===== config.mk =====
export PLATFORM = sky130hd
export DESIGN_NAME = mvm_host_driver_flat
export DESIGN_NICKNAME = d
export VERILOG_FILES = /design/src/rtl/mvm_pkg.sv /design/src/rtl/mvm_host_driver_if.sv /design/src/rtl/mvm_host_driver_mem.sv /design/src/rtl/mvm_host_driver.sv /design/src/flat_wrapper.sv
export SDC_FILE = /design/constraint.sdc
export NUM_CORES = 2
export LEC_CHECK = 0
export CAP_MARGIN = 40
export CORE_AREA = 2 2 333 368
export CTS_BUF_LIST = sky130_fd_sc_hd__clkbuf_8
export DETAILED_ROUTE_END_ITERATION = 8
export DIE_AREA = 0 0 335 370
export GPL_TIMING_DRIVEN = 0
export PLACE_DENSITY = 0.81
export RECOVER_POWER = 25
export SKIP_LAST_GASP = 1
export SYNTH_ARGS = -nofsm -noshare
export SYNTH_HDL_FRONTEND = slang
export SYNTH_SLANG_ARGS = --single-unit

===== constraint.sdc =====
create_clock -name clk -period 4.6 [get_ports clk]
set_input_delay 0.92 -clock clk [delete_from_list [all_inputs] [get_ports clk]]
set_output_delay 0.92 -clock clk [all_outputs]
set_load 0.05 [all_outputs]

===== src/rtl/mvm_pkg.sv =====
// Shared types and default sizes for the MVM host driver.
//   cmd_op_e : host command encoding
//   state_e  : driver FSM state encoding
//   K/P/B_DEF: default MVM rows, columns and operand width
package mvm_pkg;

  localparam int unsigned K_DEF = 8;
  localparam int unsigned P_DEF = 8;
  localparam int unsigned B_DEF = 20;

  typedef enum logic [1:0] {
    OP_LOAD_MATRIX = 2'd0,
    OP_LOAD_VECTOR = 2'd1,
    OP_RUN         = 2'd2,
    OP_RESERVED    = 2'd3
  } cmd_op_e;

  typedef enum logic [2:0] {
    ST_IDLE      = 3'd0,
    ST_FILL      = 3'd1,
    ST_ARM       = 3'd2,
    ST_BURST     = 3'd3,
    ST_GAP       = 3'd4,
    ST_WAIT_DONE = 3'd5,
    ST_CAPTURE   = 3'd6,
    ST_DRAIN     = 3'd7
  } state_e;

endpackage


===== src/rtl/mvm_host_driver_if.sv =====
// Host-side bus of the MVM host driver.
//   cmd_*  : command handshake (valid/ready + op)
//   in_*   : operand word stream into the driver
//   res_*  : 2B-bit signed result stream out of the driver
//   busy, timeout_err : status
// master = host side, slave = driver side.
interface mvm_host_driver_if
  import mvm_pkg::*;
#(
  parameter int unsigned B = B_DEF
);

  logic           cmd_valid;
  logic           cmd_ready;
  cmd_op_e        cmd_op;
  logic           in_valid;
  logic           in_ready;
  logic [B-1:0]   in_data;
  logic           res_valid;
  logic           res_ready;
  logic [2*B-1:0] res_data;
  logic           busy;
  logic           timeout_err;

  modport master (
    output cmd_valid, cmd_op, in_valid, in_data, res_ready,
    input  cmd_ready, in_ready, res_valid, res_data, busy, timeout_err
  );

  modport slave (
    input  cmd_valid, cmd_op, in_valid, in_data, res_ready,
    output cmd_ready, in_ready, res_valid, res_data, busy, timeout_err
  );

endinterface


===== src/rtl/mvm_host_driver_mem.sv =====
// Staging buffer: simple dual-port RAM, one write and one read port.
//   clk, reset      : clock, async active-low reset (read register only)
//   wr_en/addr/data : synchronous write
//   rd_en/addr      : synchronous read request
//   rd_data         : read word one cycle after rd_en; zero when no read was issued
module mvm_host_driver_mem #(
  parameter int unsigned W     = 20,
  parameter int unsigned DEPTH = 64,
  parameter int unsigned AW    = 6
) (
  input  logic          clk,
  input  logic          reset,
  input  logic          wr_en,
  input  logic [AW-1:0] wr_addr,
  input  logic [W-1:0]  wr_data,
  input  logic          rd_en,
  input  logic [AW-1:0] rd_addr,
  output logic [W-1:0]  rd_data
);

  logic [W-1:0] mem [DEPTH];

  // Array write; contents are not reset.
  always_ff @(posedge clk) begin
    if (wr_en) begin
      mem[wr_addr] <= wr_data;
    end
  end

  // Read register returns zero on idle cycles so it can drive a bus directly.
  always_ff @(posedge clk or negedge reset) begin
    if (!reset) begin
      rd_data <= '0;
    end else if (rd_en) begin
      rd_data <= mem[rd_addr];
    end else begin
      rd_data <= '0;
    end
  end

endmodule


===== src/rtl/mvm_host_driver.sv =====
// Host driver for a K x P matrix-vector multiplier.
// Stages matrix/vector words from the host, replays them to the MVM as a
// gapless burst behind a one-cycle load strobe, starts runs, captures the K
// results a fixed offset after mvm_done, and streams them back to the host.
//   clk, reset         : clock, async active-low reset
//   host               : host bus (slave modport)
//   mvm_loadMatrix/... : one-cycle strobes to the MVM
//   mvm_data           : operand bus to the MVM, zero outside BURST
//   mvm_done           : MVM completion pulse
//   mvm_result         : MVM result bus, sampled RES_OFFSET cycles after done
// RES_OFFSET must be >= 1 and TIMEOUT >= 1.
module mvm_host_driver
  import mvm_pkg::*;
#(
  parameter int unsigned K          = K_DEF,
  parameter int unsigned P          = P_DEF,
  parameter int unsigned B          = B_DEF,
  parameter int unsigned RES_OFFSET = 2,
  parameter int unsigned TIMEOUT    = 1023
) (
  input  logic             clk,
  input  logic             reset,
  mvm_host_driver_if.slave host,
  output logic             mvm_loadMatrix,
  output logic             mvm_loadVector,
  output logic             mvm_start,
  output logic [B-1:0]     mvm_data,
  input  logic             mvm_done,
  input  logic [2*B-1:0]   mvm_result
);

  localparam int unsigned RW    = 2 * B;
  localparam int unsigned DEPTH = K * P;
  localparam int unsigned AW    = (DEPTH > 1) ? $clog2(DEPTH) : 1;
  localparam int unsigned SW    = (K > 1) ? $clog2(K) : 1;
  localparam int unsigned CMAX  = (TIMEOUT > RES_OFFSET + K) ? TIMEOUT : RES_OFFSET + K;
  localparam int unsigned CW    = $clog2(CMAX + 1);

  localparam logic [2:0] S_IDLE      = ST_IDLE;
  localparam logic [2:0] S_FILL      = ST_FILL;
  localparam logic [2:0] S_ARM       = ST_ARM;
  localparam logic [2:0] S_BURST     = ST_BURST;
  localparam logic [2:0] S_GAP       = ST_GAP;
  localparam logic [2:0] S_WAIT_DONE = ST_WAIT_DONE;
  localparam logic [2:0] S_CAPTURE   = ST_CAPTURE;
  localparam logic [2:0] S_DRAIN     = ST_DRAIN;

  logic [2:0]    state_q, state_d;
  logic [AW-1:0] idx_q, idx_d;      // fill write index / burst word index
  logic [AW-1:0] last_q, last_d;    // index of the final word of this load
  logic          mat_q, mat_d;      // current load targets the matrix
  logic [CW-1:0] cnt_q, cnt_d;      // gap / timeout / capture cycle counter
  logic [SW-1:0] ridx_q, ridx_d;    // drain slot index
  logic          err_q, err_d;
  logic [RW-1:0] res_data_q, res_data_d;
  logic          ld_mat_q, ld_mat_d;
  logic          ld_vec_q, ld_vec_d;
  logic          start_q, start_d;
  logic          cmd_ready_q, in_ready_q, busy_q, res_valid_q;

  logic          cmd_fire, in_fire, pop;
  logic          wr_en, rd_en, cap_en;
  logic [AW-1:0] rd_addr;
  logic [B-1:0]  rd_data;
  logic [RW-1:0] slots [K];

  assign cmd_fire = host.cmd_valid & cmd_ready_q;
  assign in_fire  = host.in_valid & in_ready_q;
  assign pop      = res_valid_q & host.res_ready;

  // Read latency of the buffer is covered by ARM; rd_data is zero whenever no
  // read was issued the cycle before, so it drives mvm_data directly.
  mvm_host_driver_mem #(
    .W     (B),
    .DEPTH (DEPTH),
    .AW    (AW)
  ) u_buf (
    .clk     (clk),
    .reset   (reset),
    .wr_en   (wr_en),
    .wr_addr (idx_q),
    .wr_data (host.in_data),
    .rd_en   (rd_en),
    .rd_addr (rd_addr),
    .rd_data (rd_data)
  );

  // Next-state and next-output logic.
  always_comb begin
    state_d    = state_q;
    idx_d      = idx_q;
    last_d     = last_q;
    mat_d      = mat_q;
    cnt_d      = cnt_q;
    ridx_d     = ridx_q;
    err_d      = err_q;
    res_data_d = res_data_q;
    ld_mat_d   = 1'b0;
    ld_vec_d   = 1'b0;
    start_d    = 1'b0;
    wr_en      = 1'b0;
    rd_en      = 1'b0;
    rd_addr    = '0;
    cap_en     = 1'b0;

    case (state_q)
      S_IDLE: begin
        if (cmd_fire) begin
          err_d = 1'b0;
          idx_d = '0;
          cnt_d = '0;
          case (host.cmd_op)
            OP_LOAD_MATRIX: begin
              state_d = S_FILL;
              mat_d   = 1'b1;
              last_d  = AW'(DEPTH - 1);
            end
            OP_LOAD_VECTOR: begin
              state_d = S_FILL;
              mat_d   = 1'b0;
              last_d  = AW'(K - 1);
            end
            OP_RUN: begin
              state_d = S_WAIT_DONE;
              start_d = 1'b1;
            end
            default: ;  // reserved op: consumed, no effect
          endcase
        end
      end

      S_FILL: begin
        wr_en = in_fire;
        if (in_fire) begin
          if (idx_q == last_q) begin
            state_d  = S_ARM;
            idx_d    = '0;
            ld_mat_d = mat_q;
            ld_vec_d = !mat_q;
          end else begin
            idx_d = idx_q + AW'(1);
          end
        end
      end

      S_ARM: begin
        rd_en   = 1'b1;
        state_d = S_BURST;
      end

      // Each cycle shows word idx while prefetching idx+1.
      S_BURST: begin
        if (idx_q == last_q) begin
          state_d = S_GAP;
          idx_d   = '0;
          cnt_d   = '0;
        end else begin
          rd_en   = 1'b1;
          rd_addr = idx_q + AW'(1);
          idx_d   = idx_q + AW'(1);
        end
      end

      S_GAP: begin
        if (cnt_q == CW'(1)) begin
          state_d = S_IDLE;
          cnt_d   = '0;
        end else begin
          cnt_d = cnt_q + CW'(1);
        end
      end

      S_WAIT_DONE: begin
        if (mvm_done) begin
          state_d = S_CAPTURE;
          cnt_d   = CW'(1);  // cnt now counts cycles since the done pulse
        end else if (cnt_q == CW'(TIMEOUT - 1)) begin
          state_d = S_IDLE;
          err_d   = 1'b1;
          cnt_d   = '0;
        end else begin
          cnt_d = cnt_q + CW'(1);
        end
      end

      S_CAPTURE: begin
        cap_en = 1'b1;
        if (cnt_q == CW'(RES_OFFSET + K - 1)) begin
          state_d    = S_DRAIN;
          cnt_d      = '0;
          ridx_d     = '0;
          res_data_d = (K == 1) ? mvm_result : slots[0];
        end else begin
          cnt_d = cnt_q + CW'(1);
        end
      end

      S_DRAIN: begin
        if (pop) begin
          if (ridx_q == SW'(K - 1)) begin
            state_d = S_IDLE;
            ridx_d  = '0;
          end else begin
            ridx_d     = ridx_q + SW'(1);
            res_data_d = slots[ridx_q + SW'(1)];
          end
        end
      end

      default: state_d = S_IDLE;
    endcase
  end

  // State, counters and registered outputs.
  always_ff @(posedge clk or negedge reset) begin
    if (!reset) begin
      state_q     <= S_IDLE;
      idx_q       <= '0;
      last_q      <= '0;
      mat_q       <= 1'b0;
      cnt_q       <= '0;
      ridx_q      <= '0;
      err_q       <= 1'b0;
      res_data_q  <= '0;
      ld_mat_q    <= 1'b0;
      ld_vec_q    <= 1'b0;
      start_q     <= 1'b0;
      cmd_ready_q <= 1'b0;
      in_ready_q  <= 1'b0;
      busy_q      <= 1'b0;
      res_valid_q <= 1'b0;
    end else begin
      state_q     <= state_d;
      idx_q       <= idx_d;
      last_q      <= last_d;
      mat_q       <= mat_d;
      cnt_q       <= cnt_d;
      ridx_q      <= ridx_d;
      err_q       <= err_d;
      res_data_q  <= res_data_d;
      ld_mat_q    <= ld_mat_d;
      ld_vec_q    <= ld_vec_d;
      start_q     <= start_d;
      cmd_ready_q <= (state_d == S_IDLE);
      in_ready_q  <= (state_d == S_FILL);
      busy_q      <= (state_d != S_IDLE);
      res_valid_q <= (state_d == S_DRAIN);
    end
  end

  // Result slots: slot s takes mvm_result RES_OFFSET+s cycles after done.
  always_ff @(posedge clk) begin
    if (cap_en) begin
      for (int unsigned s = 0; s < K; s++) begin
        if (cnt_q == CW'(RES_OFFSET + s)) begin
          slots[s] <= mvm_result;
        end
      end
    end
  end

  assign host.cmd_ready   = cmd_ready_q;
  assign host.in_ready    = in_ready_q;
  assign host.res_valid   = res_valid_q;
  assign host.res_data    = res_data_q;
  assign host.busy        = busy_q;
  assign host.timeout_err = err_q;
  assign mvm_loadMatrix   = ld_mat_q;
  assign mvm_loadVector   = ld_vec_q;
  assign mvm_start        = start_q;
  assign mvm_data         = rd_data;

endmodule


===== src/flat_wrapper.sv =====
// flat-port wrapper written by rule: the top's interface ports become plain ports
module mvm_host_driver_flat import mvm_pkg::*;
#(
  parameter int unsigned K          = K_DEF,
  parameter int unsigned P          = P_DEF,
  parameter int unsigned B          = B_DEF,
  parameter int unsigned RES_OFFSET = 2,
  parameter int unsigned TIMEOUT    = 1023
)
  (clk, reset, mvm_loadMatrix, mvm_loadVector, mvm_start, mvm_data, mvm_done, mvm_result, host_cmd_valid, host_cmd_op, host_in_valid, host_in_data, host_res_ready, host_cmd_ready, host_in_ready, host_res_valid, host_res_data, host_busy, host_timeout_err);
  mvm_host_driver_if #(.B(B)) host_i ();
  input  logic clk;
  input  logic reset;
  output logic mvm_loadMatrix;
  output logic mvm_loadVector;
  output logic mvm_start;
  output logic [B-1:0] mvm_data;
  input  logic mvm_done;
  input  logic [2*B-1:0] mvm_result;
  input wire logic [$bits(host_i.cmd_valid)-1:0] host_cmd_valid;
  input wire logic [$bits(host_i.cmd_op)-1:0] host_cmd_op;
  input wire logic [$bits(host_i.in_valid)-1:0] host_in_valid;
  input wire logic [$bits(host_i.in_data)-1:0] host_in_data;
  input wire logic [$bits(host_i.res_ready)-1:0] host_res_ready;
  output wire logic [$bits(host_i.cmd_ready)-1:0] host_cmd_ready;
  output wire logic [$bits(host_i.in_ready)-1:0] host_in_ready;
  output wire logic [$bits(host_i.res_valid)-1:0] host_res_valid;
  output wire logic [$bits(host_i.res_data)-1:0] host_res_data;
  output wire logic [$bits(host_i.busy)-1:0] host_busy;
  output wire logic [$bits(host_i.timeout_err)-1:0] host_timeout_err;
  assign host_i.cmd_valid = host_cmd_valid;
  assign host_i.cmd_op = host_cmd_op;
  assign host_i.in_valid = host_in_valid;
  assign host_i.in_data = host_in_data;
  assign host_i.res_ready = host_res_ready;
  assign host_cmd_ready = host_i.cmd_ready;
  assign host_in_ready = host_i.in_ready;
  assign host_res_valid = host_i.res_valid;
  assign host_res_data = host_i.res_data;
  assign host_busy = host_i.busy;
  assign host_timeout_err = host_i.timeout_err;
  mvm_host_driver #(.K(K), .P(P), .B(B), .RES_OFFSET(RES_OFFSET), .TIMEOUT(TIMEOUT)) u_core (.clk(clk), .reset(reset), .host(host_i), .mvm_loadMatrix(mvm_loadMatrix), .mvm_loadVector(mvm_loadVector), .mvm_start(mvm_start), .mvm_data(mvm_data), .mvm_done(mvm_done), .mvm_result(mvm_result));
endmodule

==> impl_metrics.yaml <==
run_status:
  status: "finished, violations left"
  violations: "max-capacitance violations, max-slew violations, negative setup slack"
worst_setup_path:
  start_kind: "flip-flop"
  r2r_setup_slack_ns: -0.19
  cp-end-kind: "flip-flop"
  reg2reg_from: "u_core.state_q[2]"
  worstPathArrival_ns: 5.57
  r2r_cells: 12
  critPathKind: "reg2reg"
  path_max_fanout: 10
  r2r_end: "u_core.u_buf.rd_data[17]"
  crit_path_end: "u_core.u_buf.rd_data[17]"
  worstPathRequired_ns: 5.39
  cp-startpoint: "u_core.state_q[2]"
logic_synthesis:
  yosysSeqAreaShare_pct: 76.8
  syn_area_um2: 65500
  yosys.area.top_type_share_pct: 73.3
  syn_nets: 4046
  syn_inst: 3971
  synth_xor_area_share_pct: 0.0916
  avgSynthCellArea_um2: 16.5
  ys_top_cells_by_count: "1600 x edfxtp_1, 446 x nand2_1, 178 x a21oi_1"
  muxShareOfSynthArea_pct: 5.87
  yosysMostFrequentCell: "edfxtp_1"
  synth_fa_ha_area_share_pct: 0.134
  synth_simple_gate_area_share_pct: 5.82
  synth-edff-count: 1600
  synth-compound-area-share_pct: 9.43
  ys_dominant_reg_cell: "edfxtp_1"
  synth-seq-cells: 1692
  yosysUniqueCellTypes: 81
  synth_warnings: 0
  synthArstFlopShare_pct: 5.44
  synth.area.top_cells: "edfxtp_1 73%, dfrtp_1 3.5%, mux4_2 3.0%"
  yosysTopAreaCell: "edfxtp_1"
  synth_top_family_by_area: "compound AO/OA/AOI/OAI gates"
power:
  p_per_area_nw_per_um2: 497
  irDropWorstVdd_uv: 427
  leakagePower_nw: 24.3
detailed_routing:
  wl_per_cell_um: 33.5
  vias: 43200
  avgViaCountPerCell: 6.92
  totalWireLength_um: 209000
  drcViolationCount: 0
  ant_nets: 0
  dr.pass1.iters: 9
  dr.first_iter.drc_count: 8153
floorplanning:
  die_w_um: 335
  dieArea_um2: 124000
  core_um2: 120000
  ios: 136
  fp.dieH_um: 370
  start_util_pct: 54.4
  num_rows: 134
cts:
  clock_sinks: 1692
  cts_max_level: 4
  worst_skew_pair.late_latency_ns: 0.97
  clockBufferDepth: 3
  cts_made_buffers: 234
  cts_root_buffer: "clkbuf_8"
  cts_tree: "yes"
  clk_pin_slew_worst_paths_ns: 0.06
layout:
  n_fill_cell: 8015
  seqCellArea_um2: 50300
  area_delta_synth_final_pct: 15.4
  stdcell_area_um2: 75600
  drive_above_1_share_pct: 15.9
  postLayoutCoreUtil_pct: 62.8
  multi_input_area_um2: 14400
  nets: 4556
global_route:
  grt-ovfl-total: 0
  antenna_found_initial: 24
  grt_pass1_vias: 41500
  grt_max_degree: 57
  grt_pass1_wl_um: 291000
  track_usage_pct: 33.5
timing:
  setup_viol: 7
  fin_crit_ns: 4.79
  fmax_ghz: 0.209
  fin_crit_sh_pct: 104
  tightest_slew_ns: 2.64
  hold_viol_final: 0
  fin_hold_ws_ns: 0.342
  skew_ns: 0.0530
  rsz0062_at_grt: "true"
  slew-limit-headroom_pct: -76.0
  setup_ws_ns: -0.186
  finalMaxSlewViolations: 356
place:
  dp_hpwl_um: 141000
  gp_congestion: 1.01
  dpl_cell_area_um2: 71200
  io_buffer_count: 135
flow_run:
  cap_violations: 10
min_path:
  hold_class: "in2reg"
cell usage in the layout, fill, tap and decap left out, types with 70 or more instances in the layout:
cell type,count
edfxtp_1,1600
nand3_1,70
dfrtp_1,92
clkbuf_1,141
a21oi_1,178
inv_1,113
buf_2,95
clkdlybuf4s50_1,79
nand2_1,445
mux4_2,87
o21ai_0,132
o221ai_1,107
mux2i_1,175
nor3_1,73
a221oi_1,107
clkbuf_8,248
cell type report:
| type | instances | share of cell area, % |
|---|---|---|
| diodes | 10 | 0.0331 |
| multi-input cells | 2010 | 19.1 |
| well taps | 1564 | 2.59 |
| repair buffers | 274 | 4.51 |
| flip-flops and latches | 1692 | 66.6 |
| clock inverters | 174 | 1.12 |
| plain buffers | 260 | 1.54 |
| inverters | 9 | 0.0447 |
| clock buffers | 248 | 4.51 |
per-stage QoR:
stage          setup slack [ns]  power (mW)   TNS, ns  instances
2_1_floorplan             0.379        23.0         0       3971
3_3_place_gp              -2.43        26.3  -1324.91       5670
3_5_place_dp             -0.682        26.8    -34.69       5801
4_1_cts                  0.0214        37.2         0       6226
5_1_grt                 -0.0198        38.4   -0.0303       6238
6_report                 -0.186        37.6    -0.836       6241
power breakdown:
group	internal (mW)	total, mW	switching [mW]
clock network	5.17	10.7	5.54
registers	17.2	17.4	0.227
logic	3.03	9.43	6.40
sequential cells by signal, indices dropped and copies added (netlist names), 2 cells and up:
name and count:
u_core.slots 320, u_core.cnt_q 10, u_core.last_q 2, u_core.ridx_q 3
u_core.u_buf.mem 1280, u_core.idx_q 6, u_core.host.res_data 40, u_core.u_buf.rd_data 20
u_core.state_q 3
metal layers:
layer	global-route usage (%)	wire (um)	up-vias
met3	11.8	32000	978
met2	49.9	92900	4155
met5	0.735	212	-
met4	24.5	18200	16
li1	-	-	17100
met1	40.6	65800	20900
critical path, cell delays in order (launching register included):
cell and delay [ns]:
dfrtp_1 0.43, and3b_1 0.25, clkbuf_1 0.36, nand2_1 0.30, nor2_4 0.34, buf_2 0.48
buf_2 0.60, buf_1 0.32, buf_8 0.22, nand2_1 0.09, a31oi_1 0.16, nand4_1 0.40
a32oi_1 0.61
timing repair:
| action | 4_1_cts | 5_1_grt |
|---|---|---|
| hold endpoints to repair | 22 | 0 |
| setup buffers | 1 | 0 |
| gates cloned | 3 | 0 |
| pin swaps | 3 | 0 |
| hold buffers | 1 | 0 |
| gates resized for setup | 20 | 11 |
| setup endpoints to repair | 330 | 8 |
how the worst min path moves through the flow:
stage	slack (ns)	to	cells after the start	start
6_report	0.34	u_core.u_buf.mem[33][11]	1	host_in_data[11]
5_1_grt	0.34	u_core.u_buf.mem[35][11]	1	host_in_data[11]
4_1_cts	0.24	u_core.u_buf.mem[33][11]	1	host_in_data[11]
3_5_place_dp	0.47	u_core.host.res_data[21]	2	u_core.host.res_data[21]
3_3_place_gp	0.46	u_core.host.res_data[37]	2	u_core.host.res_data[37]
2_1_floorplan	0.46	u_core.mvm_loadVector	1	u_core.last_q[4]
cells by family after synthesis:
logic type                 after synthesis
AOI/OAI and AO/OA                      876
xor gates and xnor gates                 6
adders and majority gates                7
buffers and inverters                  272
DFF                                   1692
muxes                                  274
and+or+nand+nor                        844
Note: power is estimated with default switching activity, not from simulation.
